File: src/rtl/pong_pkg.sv
// Shared constants and types for the pong pixel pipeline stages.
package pong_pkg;

    localparam int BALL_DIAMETER = 16;
    localparam int RGB_W         = 12;
    localparam int CNT_W         = 11;
    localparam int POS_W         = 12;
    localparam int SCREEN_W      = 1024;
    localparam int SCREEN_H      = 768;

    localparam logic [RGB_W-1:0] BLACK = 12'h000;
    localparam logic [RGB_W-1:0] WHITE = 12'hFFF;

    typedef struct packed {
        logic [CNT_W-1:0] hcount;
        logic [CNT_W-1:0] vcount;
        logic             hsync;
        logic             vsync;
        logic             hblnk;
        logic             vblnk;
    } vga_timing_t;

endpackage

File: src/rtl/ball_span_rom.sv
// Per-row {left,right} column span of a round ball; 1-cycle synchronous read.
// Only instantiated when DRAW_BALL_ROUND_EN is defined.
module ball_span_rom #(
    parameter int D  = 16,
    parameter int DW = $clog2(D)
) (
    input  logic          pclk,
    input  logic          rst,
    input  logic [DW-1:0] row_i,
    output logic [DW-1:0] left_o,
    output logic [DW-1:0] right_o
);

    logic [3:0]    idx_s;
    logic [3:0]    l16_s;
    logic [3:0]    r16_s;
    logic [DW-1:0] left_d;
    logic [DW-1:0] right_d;

    // Circle table drawn on a 16x16 grid; other diameters rescale row and span.
    always_comb begin
        idx_s = 4'((int'(row_i) * 16) / D);
        case (idx_s)
            4'd0, 4'd15: begin l16_s = 4'd5; r16_s = 4'd10; end
            4'd1, 4'd14: begin l16_s = 4'd3; r16_s = 4'd12; end
            4'd2, 4'd13: begin l16_s = 4'd2; r16_s = 4'd13; end
            4'd3, 4'd12,
            4'd4, 4'd11: begin l16_s = 4'd1; r16_s = 4'd14; end
            default:     begin l16_s = 4'd0; r16_s = 4'd15; end
        endcase
        left_d  = DW'((int'(l16_s) * D) / 16);
        right_d = DW'(((int'(r16_s) + 1) * D) / 16 - 1);
    end

    // Registered read so the span lines up with the stage-1 pixel registers.
    always_ff @(posedge pclk) begin
        if (rst) begin
            left_o  <= '0;
            right_o <= '0;
        end else begin
            left_o  <= left_d;
            right_o <= right_d;
        end
    end

endmodule

File: src/rtl/draw_ball.sv
// Overlays a ball on the VGA pixel stream with a fixed 2-cycle latency.
// Define DRAW_BALL_ROUND_EN for a round ball; otherwise the ball is a full square.
module draw_ball #(
    parameter int                           BALL_DIAMETER = pong_pkg::BALL_DIAMETER,
    parameter logic [pong_pkg::RGB_W-1:0]   BALL_COLOR    = pong_pkg::WHITE,
    parameter int                           LATENCY       = 2
) (
    input  logic                        pclk,
    input  logic                        rst,
    input  logic [pong_pkg::POS_W-1:0]  xpos,
    input  logic [pong_pkg::POS_W-1:0]  ypos,
    input  logic [pong_pkg::CNT_W-1:0]  hcount_in,
    input  logic [pong_pkg::CNT_W-1:0]  vcount_in,
    input  logic                        hsync_in,
    input  logic                        vsync_in,
    input  logic                        hblnk_in,
    input  logic                        vblnk_in,
    input  logic [pong_pkg::RGB_W-1:0]  rgb_in,
    output logic [pong_pkg::CNT_W-1:0]  hcount_out,
    output logic [pong_pkg::CNT_W-1:0]  vcount_out,
    output logic                        hsync_out,
    output logic                        vsync_out,
    output logic                        hblnk_out,
    output logic                        vblnk_out,
    output logic [pong_pkg::RGB_W-1:0]  rgb_out
);
    import pong_pkg::*;

    localparam int DW = $clog2(BALL_DIAMETER);

    logic              vblnk_q;
    logic [POS_W-1:0]  x_lat_q, x_lat_d;
    logic [POS_W-1:0]  y_lat_q, y_lat_d;
    logic [12:0]       dx_s, dy_s;
    logic              hit_s;
    vga_timing_t       tim_in_s;

    vga_timing_t       tim1_q;
    logic [RGB_W-1:0]  rgb1_q;
    logic              hit1_q;
    logic              blank1_q;
    logic              mask_s;

    vga_timing_t       tim2_q;
    logic [RGB_W-1:0]  rgb2_q, rgb2_d;

    // Position reloads only on the vblank rising edge so a frame never tears.
    always_comb begin
        if (vblnk_in && !vblnk_q) begin
            x_lat_d = xpos;
            y_lat_d = ypos;
        end else begin
            x_lat_d = x_lat_q;
            y_lat_d = y_lat_q;
        end
    end

    // Signed offsets; a negative or too-large offset is a miss, so no line wrap.
    always_comb begin
        dx_s     = {2'b00, hcount_in} - {1'b0, x_lat_q};
        dy_s     = {2'b00, vcount_in} - {1'b0, y_lat_q};
        hit_s    = !dx_s[12] && (dx_s < 13'(BALL_DIAMETER)) &&
                   !dy_s[12] && (dy_s < 13'(BALL_DIAMETER));
        tim_in_s = '{hcount: hcount_in, vcount: vcount_in, hsync: hsync_in,
                     vsync: vsync_in, hblnk: hblnk_in, vblnk: vblnk_in};
    end

`ifdef DRAW_BALL_ROUND_EN
    logic [DW-1:0] col1_q;
    logic [DW-1:0] span_l_s, span_r_s;

    ball_span_rom #(.D(BALL_DIAMETER), .DW(DW)) u_span (
        .pclk    (pclk),
        .rst     (rst),
        .row_i   (dy_s[DW-1:0]),
        .left_o  (span_l_s),
        .right_o (span_r_s)
    );

    // Column captured alongside the row lookup for the stage-2 span compare.
    always_ff @(posedge pclk) begin
        if (rst) begin
            col1_q <= '0;
        end else begin
            col1_q <= dx_s[DW-1:0];
        end
    end

    assign mask_s = (col1_q >= span_l_s) && (col1_q <= span_r_s);
`else
    assign mask_s = 1'b1;
`endif

    // Stage-2 colour mux: blanking forces black ahead of the ball.
    always_comb begin
        if (blank1_q) begin
            rgb2_d = BLACK;
        end else if (hit1_q && mask_s) begin
            rgb2_d = BALL_COLOR;
        end else begin
            rgb2_d = rgb1_q;
        end
    end

    // Latch and both pipeline stages.
    always_ff @(posedge pclk) begin
        if (rst) begin
            vblnk_q  <= 1'b0;
            x_lat_q  <= '0;
            y_lat_q  <= '0;
            tim1_q   <= '0;
            rgb1_q   <= '0;
            hit1_q   <= 1'b0;
            blank1_q <= 1'b0;
            tim2_q   <= '0;
            rgb2_q   <= '0;
        end else begin
            vblnk_q  <= vblnk_in;
            x_lat_q  <= x_lat_d;
            y_lat_q  <= y_lat_d;
            tim1_q   <= tim_in_s;
            rgb1_q   <= rgb_in;
            hit1_q   <= hit_s;
            blank1_q <= hblnk_in | vblnk_in;
            tim2_q   <= tim1_q;
            rgb2_q   <= rgb2_d;
        end
    end

    assign hcount_out = tim2_q.hcount;
    assign vcount_out = tim2_q.vcount;
    assign hsync_out  = tim2_q.hsync;
    assign vsync_out  = tim2_q.vsync;
    assign hblnk_out  = tim2_q.hblnk;
    assign vblnk_out  = tim2_q.vblnk;
    assign rgb_out    = rgb2_q;

endmodule

File: config.mk
export PLATFORM = sky130hd
export DESIGN_NAME = draw_ball
export DESIGN_NICKNAME = d
export VERILOG_FILES = /design/src/rtl/pong_pkg.sv /design/src/rtl/ball_span_rom.sv /design/src/rtl/draw_ball.sv
export SDC_FILE = /design/constraint.sdc
export NUM_CORES = 1
export LEC_CHECK = 0
export CELL_PAD_IN_SITES_DETAIL_PLACEMENT = 2
export CELL_PAD_IN_SITES_GLOBAL_PLACEMENT = 2
export CORE_MARGIN = 2
export CORE_UTILIZATION = 29
export CTS_BUF_LIST = sky130_fd_sc_hd__clkbuf_4 sky130_fd_sc_hd__clkbuf_8 sky130_fd_sc_hd__clkbuf_16
export CTS_CLUSTER_DIAMETER = 50
export CTS_CLUSTER_SIZE = 28
export DETAILED_ROUTE_END_ITERATION = 8
export GPL_TIMING_DRIVEN = 0
export PLACE_DENSITY_LB_ADDON = 0.1
export SYNTH_ARGS = -nofsm -noshare
export SYNTH_HDL_FRONTEND = slang
export SYNTH_HIERARCHICAL = 1
export SYNTH_SLANG_ARGS = --single-unit
File: constraint.sdc
create_clock -name pclk -period 2.3 [get_ports pclk]
set_input_delay 0.23 -clock pclk [delete_from_list [all_inputs] [get_ports pclk]]
set_output_delay 0.23 -clock pclk [all_outputs]
set_load 0.01 [all_outputs]
Yosys cells after proc, flatten, opt, wreduce, memory -nomap -nowiden
Index checks and enable logic that the tools add are counted.

word-level totals
  register bits = 102
  logic and storage cells = 32

operators by class
  add/sub/neg operators = 2
  order comparisons = 2
  multiplexer cells = 1
  bitwise logic cells = 1
  reduce and logical (&&, ||, !) cells = 8

operator list
  cell                   number
  $lt A13 B5 Y1 const B  2
  $sub A11 B12 Y13       2
  $mux W12               1
  $logic_and A1 B1 Y1    4
  $logic_not A1 Y1       3
  $reduce_or A2 Y1       1
  $or A1 B1 Y1           1

Longest topological paths before layout
  depth in word-level cells = 5
  depth in mapped cells = 8
  depth with buffers taken out = 8

Worst setup path before layout
OpenSTA, ideal clock, no wires.

  kind = register -> register
  from = register y_lat_q[10]
  to = register hit1_q
  setup time = 0.088 ns
  data arrival time = 1.856 ns
  required time = 2.212 ns
  setup slack = 0.356 ns
  stages on the path, launching flop included = 9
  period minus slack after synthesis = 1.944 ns
  cell sequence = dfxtp_1 inv_1 ha_1 or3b_1 a21oi_1 a31oi_1 nor4_4 o211ai_1 nor4_2

on the way
  longest elaborated chain between the ends = 4
  elaborated cells between the ends (all ways) = 5
  classes of those cells = 1 x add/sub; 1 x order compare; 3 x reduce/logical

RTL lines
  what                                                   RTL line          source
  start: declaration                                     draw_ball.sv:33   logic [POS_W-1:0] y_lat_q, y_lat_d;
  start signal: assignment                               draw_ball.sv:120  y_lat_q <= y_lat_d;
  $sub A11 B12 Y13 (*)                                   draw_ball.sv:61   dy_s = {2'b00, vcount_in} - {1'b0, y_lat_q};
  branches (longest 2 deep; another with $lt A13 B5 Y1)  --
  $logic_and A1 B1 Y1 (*)                                draw_ball.sv:63   !dy_s[12] && (dy_s < 13'(BALL_DIAMETER));
  end signal: assignment                                 draw_ball.sv:123  hit1_q <= hit_s;
  end: declaration                                       draw_ball.sv:40   logic hit1_q;

Mark *: on every way between the ends.
A chain may end at the register's enable or synchronous reset.

Worst setup path after layout
  from = register x_lat_q[1]
  to = register hit1_q

on the way
  longest elaborated chain between the ends = 5
  elaborated cells between the ends (all ways) = 6
  classes of those cells = 1 x add/sub; 1 x order compare; 4 x reduce/logical

RTL lines
  what                                                      RTL line          source
  start: declaration                                        draw_ball.sv:32   logic [POS_W-1:0] x_lat_q, x_lat_d;
  start signal: assignment                                  draw_ball.sv:119  x_lat_q <= x_lat_d;
  $sub A11 B12 Y13 (*)                                      draw_ball.sv:60   dx_s = {2'b00, hcount_in} - {1'b0, x_lat_q};
  $lt A13 B5 Y1 / $logic_not A1 Y1 (equally long branches)  draw_ball.sv:62   hit_s = !dx_s[12] && (dx_s < 13'(BALL_DIAMETER)) &&
  $logic_and A1 B1 Y1 (*) (2 in a row)                      draw_ball.sv:62
  $logic_and A1 B1 Y1 (*)                                   draw_ball.sv:63

Mark *: on every way between the ends. The rest lies on a longest branch, timed or not.

==> reports/metrics.csv <==
metric,value,unit
GR Layer Usage met3,2.94,%
CTS Sinks,102,
final setup fails,0,
crit path launch type,flip-flop,
Ports,102,
Worst-Margin Slew,0.591,ns
Synth cell types,43,
placed cell areas,5020,um^2
fin. max-slew vios,0,
sequential area share after synthesis,53.6,%
peak supply drop,268,uV
highest clock rate,0.453,GHz
Chip Height,119,um
DRC,0,
Clock Latency Late Sink,0.35,ns
Root Buffer,clkbuf_16,
Antenna diodes,0,
post-synthesis mux area share,0.855,%
maxcap violations,0,
met2 global-route usage,26.6,%
top_reg_cell synth,dfxtp_1,
grt met1 use,16.6,%
Cells after Synth,386,
first-pass GRT wire length,15800,um
crit-path max FO,3,
Crit. End Element,flip-flop,
post-cts hold buffer count,0,
drt first pass iters,4,
Die X,119,um
RSZ-0062 raised after global routing,yes,
Adder-Cell Fraction of Synth Area,6.57,%
"Hold Violations, Final",0,
row count,41,
drt wl/cell,15.1,um
post-synthesis cell area,3810,um^2
Clock Pin Slew Worst Setup and Hold Paths,0.07,ns
Register Area,2040,um^2
initial antenna violation count,0,
normalized max-slew margin,60.6,%
largest net degree at the start of global routing,17,
"commonest non-fill, non-tap cell in the layout",dfxtp_1,
initial core utilization,29.9,%
Clock Tree Buf Depth,2,
IO Port Bufs,100,
multi-input combinational cell area,1700,um^2
HP Class,primary input to flip-flop,
Worst Skew,0.00798,ns
post-DP HPWL,7650,um
GP Congestion,0.749,
vias in the first global route,3198,
number of flops mapped to enable cells by yosys,0,
"Most Used Layer, Global Route",met2,
Post-DRT Antenna Nets,0,
FILL cells,1440,
Hold Slack,0.231,ns
fraction of synthesized cell area in xor and xnor cells,0.460,%
crit share post-route,96.0,%
Num CTS Buffers,9,
via count,3001,
syn avg cell area,9.86,um^2
drt total wl,10200,um
gr usage total,14.7,%
min Tclk post-route,2.21,ns
"commonest non-fill, non-tap cells in the layout","101 x dfxtp_1, 99 x clkdlybuf4s50_1, 66 x nor2b_1, 53 x nand2_1, 31 x a21oi_1",
htree depth,3,
DR vias/cell,4.44,
Mapped Nets,470,
crit path DAT,2.47,ns
synth warn,6,
grt ovf,0,
Final Instance Area,5410,um^2
Critical Path RT,2.56,ns
Area Overhead vs Synth,42.2,%
Core Area,12700,um^2
fraction of final layout cells sized beyond drive strength 1,8.53,%
Synth Area in Compound Gates,12.5,%
P per Cell Area,717,nW/um^2
Setup CP Type,flip-flop to flip-flop,
Yosys reg bits,102,
die area,14100,um^2
Pleak,2.04,nW
CTS tree,built,
drt first-iter violations,85,
Final nets,584,
outcome,completed,
post-synthesis simple-gate area fraction,21.9,%
largest family of logic cells by synthesized area,simple AND/OR/NAND/NOR gates,
asr flop ratio synth,0,%
-- power by group --
| group | switching, mW | internal (mW) |
|---|---|---|
| Clock | 0.669 | 0.759 |
| Sequential | 0.0289 | 1.85 |
| Combinational | 0.272 | 0.300 |
| Total | 0.969 | 2.91 |
-- area by class of cell --
class / instances / share of cell area (%)
Sequential cell: 102 / 37.7
Multi-Input combinational cell: 242 / 31.4
Timing Repair Buffer: 103 / 19.0
Clock buffer: 10 / 4.41
Tap cell: 172 / 3.98
Inverter: 24 / 1.66
Buffer: 18 / 1.25
Clock inverter: 5 / 0.647
-- metal layers --
layer,share of wire [%],wire (um)
met1,44,4450
met2,51,5140
met3,3.9,400
met4,1.8,182
met5,0,0
-- cell usage after synthesis (2+ instances only) --
master	number	area share, %
dfxtp_1	102	54
nor2b_1	66	11
nand2_1	53	5.2
a21oi_1	32	4.2
inv_1	24	2.4
ha_1	20	6.6
clkbuf_1	17	1.7
o21a_1	15	3.0
nand2b_1	5	0.82
nor2_1	5	0.49
nor3_1	4	0.53
o21ai_0	4	0.53
a2111oi_4	2	1.4
a211oi_1	2	0.39
a31oi_1	2	0.33
nand2b_4	2	0.72
nor4_1	2	0.33
nor4_2	2	0.66
o31ai_1	2	0.39
or2_2	2	0.33
-- worst max-delay path, cell delays in order, from the launching register on --
cell	delay, ns
dfxtp_2	0.34
inv_2	0.04
ha_4	0.21
a2111oi_4	0.32
buf_4	0.18
nor4_4	0.04
o41ai_2	0.37
mux2_4	0.35
nor4_4	0.25
-- timing repair --
action	CTS	global route
resized for setup	0	19
buffers inserted	0	3
setup endpoints to repair	0	1
-- sequential cells by signal, summed over array words and instances, names as in the netlist --
name / cells
rgb_out: 12
vblnk_out: 1
hcount_out: 11
blank1_q: 1
hblnk_out: 1
tim1_q: 26
x_lat_q: 12
y_lat_q: 12
vsync_out: 1
rgb1_q: 12
hit1_q: 1
vcount_out: 11
hsync_out: 1
-- worst paths after layout --
| kind | slack [ns] | startpoint | cells past startpoint | end |
|---|---|---|---|---|
| min | 0.23 | hcount_in[1] | 2 | tim1_q[16]$_SDFF_PP0_ |
| max reg2reg | 0.09 | x_lat_q[1]$_SDFFE_PP0P_ | 8 | hit1_q$_SDFF_PP0_ |
| min reg2reg | 0.43 | rgb1_q[3]$_SDFF_PP0_ | 1 | rgb_out[3]$_SDFF_PP0_ |
| max | 0.09 | x_lat_q[1]$_SDFFE_PP0P_ | 8 | hit1_q$_SDFF_PP0_ |
-- cells by family after synthesis --
group | count (synthesis)
AO/OA/AOI/OAI | 68
XOR/XNOR | 2
adder cells (fa/ha/maj) | 20
buffers and inverters | 42
flip-flops | 102
multiplexers | 3
AND/OR/NAND/NOR | 149
-- stage by stage --
stage	cells	setup TNS (ns)	setup WS, ns	utilization (%)	total power [mW]
global placement	658	-0.260	-0.260	39.5	2.44
floorplan	386	0	0.356	-	2.21
detailed placement	658	-0.292	-0.292	39.5	2.46
finish	676	0	0.0911	42.6	3.88
CTS	673	0	0.0334	41.6	3.90
global route	676	-0.0241	-0.0241	42.6	4.07
(Power assumes the default switching activity.)
